## config.mk

```make
export PLATFORM = sky130hd
export DESIGN_NAME = fampiga_pll
export DESIGN_NICKNAME = d
export VERILOG_FILES = /design/src/rtl/fampiga_pll.sv
export SDC_FILE = /design/constraint.sdc
export NUM_CORES = 1
export LEC_CHECK = 0
export BUFFER_PORTS_ARGS = -buffer_cell sky130_fd_sc_hd__buf_2
export CAP_MARGIN = 30
export CORE_ASPECT_RATIO = 1.4
export CORE_UTILIZATION = 35
export CTS_BUF_LIST = sky130_fd_sc_hd__clkbuf_4
export DETAILED_ROUTE_END_ITERATION = 16
export PLACE_DENSITY = 0.58
export REMOVE_ABC_BUFFERS = 1
export SLEW_MARGIN = 20
export SYNTH_ARGS = -nofsm -noshare
export SYNTH_HDL_FRONTEND = slang
export SYNTH_SLANG_ARGS = --single-unit
```

## constraint.sdc

```tcl
create_clock -name clk28m -period 2.3 [get_ports clk28m]
set_clock_uncertainty 0.1 [all_clocks]
set_input_delay 0.46 -clock clk28m [delete_from_list [all_inputs] [get_ports clk28m]]
set_output_delay 0.46 -clock clk28m [all_outputs]
set_load 0.005 [all_outputs]
```

## src/rtl/fampiga_pll.sv

```systemverilog
// rtl/fampiga_pll.sv - 28 MHz clock-enable, C1/C3/CCK phase, E-clock ring and core reset generator
module fampiga_pll #(
  parameter int ECLK_PHASES = 10
) (
  input  logic                   clk28m,
  input  logic                   reset_n,
  output logic                   clk7,
  output logic                   clk7_en,
  output logic                   c1,
  output logic                   c3,
  output logic                   cck,
  output logic [ECLK_PHASES-1:0] eclk,
  output logic                   rst_out_n
);

  localparam logic [2:0]             PH_INIT   = 3'b010;
  localparam logic [ECLK_PHASES-1:0] ECLK_INIT = {{(ECLK_PHASES-1){1'b0}}, 1'b1};

  logic [2:0] ph;
  logic [2:0] ph_next;
  logic       rst_meta;
  logic       rst_sync;

  assign ph_next = ph + 3'd1;

  // clk7 is a register bit of the phase counter, so it cannot glitch
  assign clk7 = ph[1];

  always_ff @(posedge clk28m or negedge reset_n) begin
    if (!reset_n) begin
      ph      <= PH_INIT;
      clk7_en <= 1'b1;
    end else begin
      ph      <= ph_next;
      clk7_en <= (ph[1:0] == 2'b00);
    end
  end

  // Quadrature phases are computed from the next count so they stay registered
  always_ff @(posedge clk28m or negedge reset_n) begin
    if (!reset_n) begin
      c1  <= 1'b0;
      c3  <= 1'b0;
      cck <= 1'b0;
    end else begin
      c1  <= ph_next[2];
      c3  <= ~(ph_next[2] ^ ph_next[1]);
      cck <= ph_next[2];
    end
  end

  always_ff @(posedge clk28m or negedge reset_n) begin
    if (!reset_n) begin
      eclk <= ECLK_INIT;
    end else if (clk7_en) begin
      eclk <= {eclk[ECLK_PHASES-2:0], eclk[ECLK_PHASES-1]};
    end
  end

  // Release waits for the synchronised reset and then a 7 MHz boundary
  always_ff @(posedge clk28m or negedge reset_n) begin
    if (!reset_n) begin
      rst_meta  <= 1'b0;
      rst_sync  <= 1'b0;
      rst_out_n <= 1'b0;
    end else begin
      rst_meta  <= 1'b1;
      rst_sync  <= rst_meta;
      rst_out_n <= rst_out_n | (rst_sync & clk7_en);
    end
  end

endmodule

```

# Yosys cells after proc, flatten, opt, wreduce, memory -nomap -nowiden
# Index checks and enable logic that the tools add are counted.
# classes
add_sub_neg	1
n_bitwise	4
n_reduce_logical	1
# op_table
operator	count
adder 3 x 1 -> 3 bit, second input constant	1
logical NOT 2 bit	1
AND 1 bit	1
NOT 1 bit	1
OR 1 bit	1
bitwise XOR 1 bit	1
# word_totals
regBits	19
in_bits	2
elab_cells	14

# Logic depth before layout (Yosys ltp)
# Gate-level depths: netlist (run 1).
# depth
word_depth	3
depth_mapped	3
ltp_nobuf	3

# Worst setup path after synthesis (run 1)
# Ideal clock, no wire load.
# synth_path
kind	register to register
start	reg ph[1]
end	reg c3
t_arrival_ns	1.068
t_required_ns	2.066
setup_slack_ns	0.998
path_stages_with_launch	3
n_path_buf	0
synth_period_minus_slack_ns	1.302
path_cell_list	dfstp_2 -> ha_1 -> xnor3_1
# synth_via
elab_chain_cells	3
# synth_lines
item	line_no	source
start: declaration	19	logic [2:0] ph;
start signal: assignment	34	ph <= ph_next;
adder 3 x 1 -> 3 bit	24	assign ph_next = ph + 3'd1;
bitwise XOR 1 bit	47	c3 <= ~(ph_next[2] ^ ph_next[1]);
NOT 1 bit	47	
end signal: assignment	47	
end: declaration	10	output logic c3,
# No other way between the ends.
# A chain may end at the register's enable or synchronous reset.

# Worst setup path in the final report (run 1)
# layout_path
start	reg clk7_en
end	out clk7_en
# layout_lines
item	line_no	source
start: declaration	8	output logic clk7_en,
start signal: assignment	35	clk7_en <= (ph[1:0] == 2'b00);
# No word-level cell between the ends.

==> run metrics, run 1 <==
status=finished clean; Die Span Y=54.8 um; VDD IR max=0.000341 V; placed cells=73; synth top area cells=dfrtp_1, mux2_4, dfstp_2; die footprint=0.00217 mm2; Die X-Extent=39.7 um; hold crit path type=flop to flop; utilization after layout=0.453; core region area=0.00182 mm2; CTS tree=yes; TritonCTS sink count=18; H-tree depth=1; kind of critical path=flop to primary output; n_diodes=0; post-layout minimum cycle time=1.78 ns; worst-path maximum fanout=12; crit path DAT=1.22 ns; critical path's slowest cell=dfstp_2; critical path required time=1.74 ns; dominant cell type by area after synthesis=dfrtp_1; fraction of layout cells with a size suffix above 1=0.603; CP max stage delay=0.75 ns; Initial Utilization=0.381; GRT Residual Overflow=0; hpwl dp=651 um; clock latency on the worst-skew pair=0.29 ns; CP cell instances=buf_2; antenna violations before repair=0; WP buf/inv=1; drt pass-1 iters=3; fin cells=78; final setup vio count=0; count leader, synth=dfrtp_1; crit-path leading delay family=flip-flops; max_cap viols=0; Max Fclk=562 MHz; Hold Vio Cnt, Final=0; number of enable flip-flop cells after synthesis=0; P_leak=0.000472 uW; post-synth top area share=0.540; postcts setup bufs=0; first-pass GRT wire length=1490 um; Post-CTS Resized=0; Power Dens Cells=600 mW/mm2; post-synthesis register bit count=18; Post-Route WL=955 um; Area Overhead vs Synth=18.9%; Avg Cell Area, Syn=18.3 um2; Via-to-Cell Ratio=4.56; post-route setup TNS=0 ns; final period utilization=0.774; Synth warnings=0; Post-synth top cells=dfrtp_1, mux2_4, dfstp_2; Synth Flop Type=dfrtp_1; CTS buffer count=3; Async S/R FF share, synth=1.00; vias in the first global route=330; Hold Buf Count CTS=1; unrepaired setup endpoints after global routing=no; Detail Route Antenna Nets=0; Unique masters post-synth=12; Max Buffers Root-to-Sink=2; Synth Instances=38; startpoint types=flop; Initial DRC Count=5; io pins=18; Final Max Slew Viols=0; pin count of the biggest net entering global routing=19; total global-route track usage=0.108; DRC Markers=0; final net count=63; detailed-route wire length per cell=12.2 um; nature of the critical path endpoint=primary output; Via Count=356; Worst-path clk slew=0.10 ns; Clock Tree Root=clkbuf_4; FP Rows=18; PortBufs=17; GP Congestion=0.614; Post-Syn Area=696 um2; sequential element share of the synthesized area=0.653
## cell families after synthesis
family | after synthesis | synth area share
flip-flops | 18 | 0.653
multiplexers | 10 | 0.210
buffers and inverters | 4 | 0.0378
XOR/XNOR | 2 | 0.0450
adder cells (fa/ha/maj) | 2 | 0.0360
AO/OA/AOI/OAI | 1 | 0.0126
other | 1 | 0.00539
## path summary, 6_finish.rpt
check	from	endpoint	slack, ns	cells past startpoint
max	clk7_en$_DFF_PN1_	clk7_en	0.52	1
min	rst_meta$_DFF_PN0_	rst_sync$_DFF_PN0_	0.26	0
max reg2reg	ph[1]$_DFF_PN1_	c3$_DFF_PN0_	0.95	2
min reg2reg	rst_meta$_DFF_PN0_	rst_sync$_DFF_PN0_	0.26	0
max in group asynchronous	reset_n	ph[1]$_DFF_PN1_	1.26	2
min in group asynchronous	reset_n	eclk[9]$_DFFE_PN0P_	0.52	2
## metrics by stage
| step | hold slack, ns | setup slack (ns) | total power [uW] | area [um2] |
|---|---|---|---|---|
| 2_1_floorplan | 0.0644 | 0.998 | 325 | 677 |
| 3_3_place_gp | 0.232 | 0.846 | 332 | 787 |
| 3_5_place_dp | 0.236 | 0.839 | 332 | 787 |
| 4_1_cts | 0.261 | 0.513 | 506 | 827 |
| 5_1_grt | 0.265 | 0.455 | 524 | 827 |
| 6_report | 0.257 | 0.520 | 496 | 827 |
## flip-flops by register name, summed over array words and instances, names as in the netlist
| register | count |
|---|---|
| c3 | 1 |
| rst_sync | 1 |
| ph | 2 |
| eclk | 10 |
| rst_out_n | 1 |
| rst_meta | 1 |
| clk7_en | 1 |
| cck | 1 |
## layer usage
layer  global-route usage  share of wire
met2                0.153           0.46
met3               0.0366          0.049
met1                0.136           0.47
met4               0.0690          0.018
met5                    0              0
## cell type report
cell class              instances  area (um2)
clock buffers                   4        30.0
fillers                       157         997
inverters                       2        7.51
multi-input cells              16         215
flip-flops and latches         18         454
well taps                      20        25.0
repair buffers                 18        95.1
## placed cells by master (no fill, tap or decap), drive strengths merged
cell          n
buf          17
dlygate4sd3   1
xor2          1
dfstp         3
clkbuf        4
xnor3         1
inv           2
ha            2
mux2         10
dfrtp        15
a21o          1
conb          1
## report_power, final
part	switching, uW	leakage [uW]	internal (uW)
combinational	6.14	0.000232	1.73
sequential	0.419	0.000222	318
clock	90.2	0.0000184	79.2
total	96.8	0.000472	399
(Power assumes the default switching activity.)
==> run 2, diff against run 1 <==
--- a/config.mk
+++ b/config.mk
@@ -11,7 +11,7 @@
 export CORE_UTILIZATION = 35
 export CTS_BUF_LIST = sky130_fd_sc_hd__clkbuf_4
 export DETAILED_ROUTE_END_ITERATION = 16
-export PLACE_DENSITY = 0.58
+export PLACE_DENSITY = 0.6
 export REMOVE_ABC_BUFFERS = 1
 export SLEW_MARGIN = 20
 export SYNTH_ARGS = -nofsm -noshare
==> constraint.sdc (replaced) <==
create_clock -name clk28m -period 1.5 [get_ports clk28m]
set_clock_uncertainty 0.1 [all_clocks]
set_input_delay 0.3 -clock clk28m [delete_from_list [all_inputs] [get_ports clk28m]]
set_output_delay 0.3 -clock clk28m [all_outputs]
set_load 0.005 [all_outputs]
==> run 2 against run 1 <==
Effect of this change:
- routed wire length increased by 0.63%
- die area unchanged
- setup slack got worse by 0.42 ns
- combinational power is 51% higher
- via count is 2.2% lower
- power up 52%
- cell area grew 1.4%
- sequential power rose by 53%
==> run metrics, run 2 (same netlist as run 1, synthesis figures left out) <==
max_cap viols=0 (unchanged); VDD IR max=0.000509 V (+49%); Clock Tree Root=clkbuf_4; die footprint=0.00217 mm2 (unchanged); crit-path leading delay family=flip-flops; clock latency on the worst-skew pair=0.28 ns (about the same); design area=838 um2 (+1.4%); Hold Vio Cnt, Final=0 (unchanged); crit path DAT=1.00 ns (-0.22 ns); Initial Utilization=0.381 (unchanged); Via Count=348 (-2.2%); max FFs per register=10 (unchanged); commonest non-fill, non-tap cell in the layout=buf_2; kind of critical path=flop to primary output; PnR Total Power=756 uW (+52%); antenna violations before repair=0 (unchanged); startpoint types=flop; n_diodes=0 (unchanged); Final Max Slew Viols=0 (unchanged); Worst-path clk slew=0.10 ns (about the same); final period utilization=0.935; CP cell instances=buf_2; PortBufs=17 (unchanged); Die X-Extent=39.7 um (unchanged); CTS tree=yes; unrepaired setup endpoints after global routing=no; H-tree depth=1 (unchanged); WP buf/inv=1 (unchanged); utilization after layout=0.460 (+0.00617); final net count=64 (+1.6%); detailed-route wire length per cell=12.2 um (-0.65%); nature of the critical path endpoint=primary output; CTS buffer count=3 (unchanged); vias in the first global route=316 (-4.2%); fraction of layout cells with a size suffix above 1=0.610 (+0.00672); io pins=18 (unchanged); first-pass GRT wire length=1350 um (-9.7%); FP Rows=18 (unchanged); DRC Markers=0 (unchanged); Initial DRC Count=4 (-1); Max Fclk=713 MHz; critical path's slowest cell=dfstp_4; P_leak=0.000476 uW (+0.84%); area post-placement=787 um2 (unchanged); biggest regs=eclk x10, ph x2; CP max stage delay=0.62 ns (-0.13 ns); Post-Route WL=961 um (+0.63%); Area Overhead vs Synth=20.5%; critical path required time=1.10 ns (-0.64 ns); hpwl dp=645 um (-0.94%); Filler cells=160 (+1.9%); Via-to-Cell Ratio=4.41 (-3.5%); Hold Slack=0.266 ns (+0.00867 ns); commonest non-fill, non-tap cells in the layout=buf_2, dfrtp_1, mux2_4, clkbuf_4; total global-route track usage=0.0930 (-0.0145); status=finished clean; GP Congestion=0.634 (+3.3%); drt pass-1 iters=2 (-1); Worst R2R Setup Slack=0.1 ns (-0.85 ns); pin count of the biggest net entering global routing=19 (unchanged); hold crit path type=flop to flop; Max Buffers Root-to-Sink=2 (unchanged); Most flops, register=eclk; core region area=0.00182 mm2 (unchanged); final setup vio count=0 (unchanged); register area=458 um2 (+0.83%); Detail Route Antenna Nets=0 (unchanged); post-route setup TNS=0 ns (unchanged); post-layout minimum cycle time=1.40 ns; GRT Residual Overflow=0 (unchanged); TritonCTS sink count=18 (unchanged); worst-path maximum fanout=2 (-10); area occupied by multi-input gates=215 um2 (unchanged); Die Span Y=54.8 um (unchanged); Power Dens Cells=902 mW/mm2 (+50%)
[run 2: cell types whose count changed in the layout (fill, tap and decap cells not counted), sizes merged]
| cell | previous run | this run |
|---|---|---|
| buf | 17 | 18 |
[run 2: per-layer routing]
layer,track usage,vias to the layer above,wire [um]
li1,-,164,-
met1,0.117,175,452
met2,0.142,9,469
met3,0.0244,0,39
met4,0.0517,0,0
met5,0,-,0
[run 2: cell type report]
class,count,area share
Clock buffer,4,0.0358
Multi-Input combinational cell,16,0.257
Tap cell,20,0.0299
Inverter,2,0.00896
Timing Repair Buffer,19,0.122
Sequential cell,18,0.546
[run 2: stage by stage]
stage          setup WS (ns)  std cells
3_5_place_dp           0.179         73
6_report              0.0973         79
5_1_grt               0.0674         79
4_1_cts               0.0859         79
2_1_floorplan          0.198         36
3_3_place_gp           0.190         73
[run 2: final timing paths]
check | cells after the start | from | end
setup reg to reg | 2 | clk7_en$_DFF_PN1_ | eclk[9]$_DFFE_PN0P_
hold reg to reg | 0 | rst_meta$_DFF_PN0_ | rst_sync$_DFF_PN0_
setup / recovery | 1 | clk7_en$_DFF_PN1_ | clk7_en
min in group asynchronous | 2 | reset_n | eclk[2]$_DFFE_PN0P_
hold / removal | 0 | rst_meta$_DFF_PN0_ | rst_sync$_DFF_PN0_
max in group asynchronous | 2 | reset_n | ph[1]$_DFF_PN1_
[run 2: power breakdown]
part           switching (uW)  internal (uW)  leakage (uW)  total, uW
combinational            9.20           2.65      0.000236       11.9
sequential              0.668            488      0.000222        489
clock                     135            121     0.0000184        256
total                     145            612      0.000476        756
[run 2: timing repair]
item                                    CTS  global route
resized for setup                         1             0
endpoints found under the setup margin    1             0
hold endpoints to repair                 15             0
hold buffers                              1             0
buffers inserted                          1             0
==> run 3, diff against run 2 <==
--- a/config.mk
+++ b/config.mk
@@ -9,7 +9,7 @@
 export CAP_MARGIN = 30
 export CORE_ASPECT_RATIO = 1.4
 export CORE_UTILIZATION = 35
-export CTS_BUF_LIST = sky130_fd_sc_hd__clkbuf_4
+export CTS_BUF_LIST = sky130_fd_sc_hd__clkbuf_16
 export DETAILED_ROUTE_END_ITERATION = 16
 export PLACE_DENSITY = 0.6
 export REMOVE_ABC_BUFFERS = 1
==> run 3 against run 2 <==
Effect of this change:
- largest cell class unchanged
- sequential share of layout area fell by 3.4 points
- clock power rose by 100%
- final cell count up 1.3%
- non-clock buffer count rose by 1
- core utilization increased by 3.1 points
- combinational power barely moved
- worst hold slack got worse by 0.013 ns
- maximum frequency rose by 3.3%
- clock-buffer cell count decreased by 1
- critical path depth is the same
==> run metrics, run 3 (same netlist as run 1, synthesis figures left out) <==
Die Span Y=54.8 um (unchanged); Power Dens Cells=1140 mW/mm2 (+26%); FP Rows=18 (unchanged); PortBufs=17 (unchanged); Die X-Extent=39.7 um (unchanged); startpoint types=flop; CP cell instances=buf_2; post-layout minimum cycle time=1.36 ns (-0.0444 ns); Final WS setup=0.142 ns (+0.0444 ns); DRC Markers=0 (unchanged); fin cells=80 (+1.3%); Max Fclk=736 MHz (+3.3%); unrepaired setup endpoints after global routing=no; antenna violations before repair=0 (unchanged); clock latency on the worst-skew pair=0.24 ns (-0.04 ns); CTS buffer count=3 (unchanged); area post-placement=787 um2 (unchanged); max FFs per register=10 (unchanged); commonest non-fill, non-tap cells in the layout=buf_2, dfrtp_1, mux2_4, inv_1, clkbuf_16; design area=895 um2 (+6.7%); Via Count=357 (+2.6%); TritonCTS sink count=18 (unchanged); Filler cells=156 (-2.5%); commonest non-fill, non-tap cell in the layout=buf_2; WP buf/inv=1 (unchanged); critical path's slowest cell=dfstp_4; VDD IR max=0.000863 V (+70%); post-place setup slack=0.179 ns (unchanged); Initial DRC Count=5 (+1); placed cells=73 (unchanged); vias in the first global route=325 (+2.8%); die footprint=0.00217 mm2 (unchanged); final period utilization=0.905 (-0.0296); Most flops, register=eclk; Hold Vio Cnt, Final=0 (unchanged); worst-path maximum fanout=3 (+1); H-tree depth=1 (unchanged); post-route setup TNS=0 ns (unchanged); Worst-path clk slew=0.05 ns (-0.05 ns); Final Max Slew Viols=0 (unchanged); fraction of layout cells with a size suffix above 1=0.600 (-0.0102); kind of critical path=flop to primary output; detailed-route wire length per cell=12.3 um (+1.0%); core region area=0.00182 mm2 (unchanged); Area Overhead vs Synth=28.6%; GRT Residual Overflow=0 (unchanged); hold crit path type=flop to flop; total global-route track usage=0.105 (+0.0117); nature of the critical path endpoint=primary output; final setup vio count=0 (unchanged); biggest regs=eclk x10, ph x2; Post-Route WL=983 um (+2.3%); CP max stage delay=0.61 ns (about the same); crit path DAT=0.96 ns (-0.04 ns); pin count of the biggest net entering global routing=19 (unchanged); n_diodes=0 (unchanged); critical path required time=1.10 ns (about the same); drt pass-1 iters=2 (unchanged); Via-to-Cell Ratio=4.46 (+1.3%); Initial Utilization=0.381 (unchanged); register area=458 um2 (unchanged); final net count=65 (+1.6%); Max Buffers Root-to-Sink=2 (unchanged); status=finished clean; GP Congestion=0.634 (unchanged); P_leak=0.000504 uW (+5.9%); area occupied by multi-input gates=215 um2 (unchanged); first-pass GRT wire length=1440 um (+6.7%); crit-path leading delay family=flip-flops; io pins=18 (unchanged); Detail Route Antenna Nets=0 (unchanged); max_cap viols=0 (unchanged); hpwl dp=645 um (unchanged); Clock Tree Root=clkbuf_16; CTS tree=yes
==> run 3: metrics by stage <==
stage	hold slack (ns)	util	power, uW
floorplan	-0.0956	-	498
global placement	0.147	0.431	509
detailed placement	0.146	0.431	509
CTS	0.259	0.490	1030
global route	0.259	0.490	1050
finish	0.253	0.490	1020
==> run 3: what timing repair did <==
action | 4_1_cts | 5_1_grt
hold buffers | 1 | 0
gates resized for setup | 1 | 0
buffers inserted | 2 | 0
endpoints found under the setup margin | 1 | 0
hold endpoints to repair | 15 | 0
==> run 3: per-layer routing <==
metal / GRT usage / part of all wire
met5: 0 / 0
met4: 0.0862 / 0.021
met3: 0.0366 / 0.042
met2: 0.153 / 0.48
met1: 0.119 / 0.45
==> run 3: power by group <==
group	internal (uW)	leakage (uW)	switching (uW)	total, uW
Combinational	2.65	0.000240	9.13	11.8
Clock	353	0.0000423	165	518
Sequential	489	0.000222	0.640	490
==> run 3: final cells by class <==
| type | count | share of cell area |
|---|---|---|
| Timing Repair Buffer | 20 | 0.123 |
| Clock buffer | 3 | 0.0839 |
| Clock inverter | 1 | 0.00420 |
| Tap cell | 20 | 0.0280 |
| Sequential cell | 18 | 0.512 |
| Inverter | 2 | 0.00839 |
| Multi-Input combinational cell | 16 | 0.241 |
==> run 3: path summary, 6_finish.rpt <==
kind | startpoint | end | slack [ns] | depth (start not counted)
worst max-delay path | clk7_en$_DFF_PN1_ | clk7_en | 0.14 | 1
worst min-delay path | rst_meta$_DFF_PN0_ | rst_sync$_DFF_PN0_ | 0.25 | 0
worst max register to register | clk7_en$_DFF_PN1_ | eclk[6]$_DFFE_PN0P_ | 0.16 | 2
worst min register to register | rst_meta$_DFF_PN0_ | rst_sync$_DFF_PN0_ | 0.25 | 0
max in group asynchronous | reset_n | ph[1]$_DFF_PN1_ | 0.57 | 2
min in group asynchronous | reset_n | eclk[2]$_DFFE_PN0P_ | 0.41 | 2
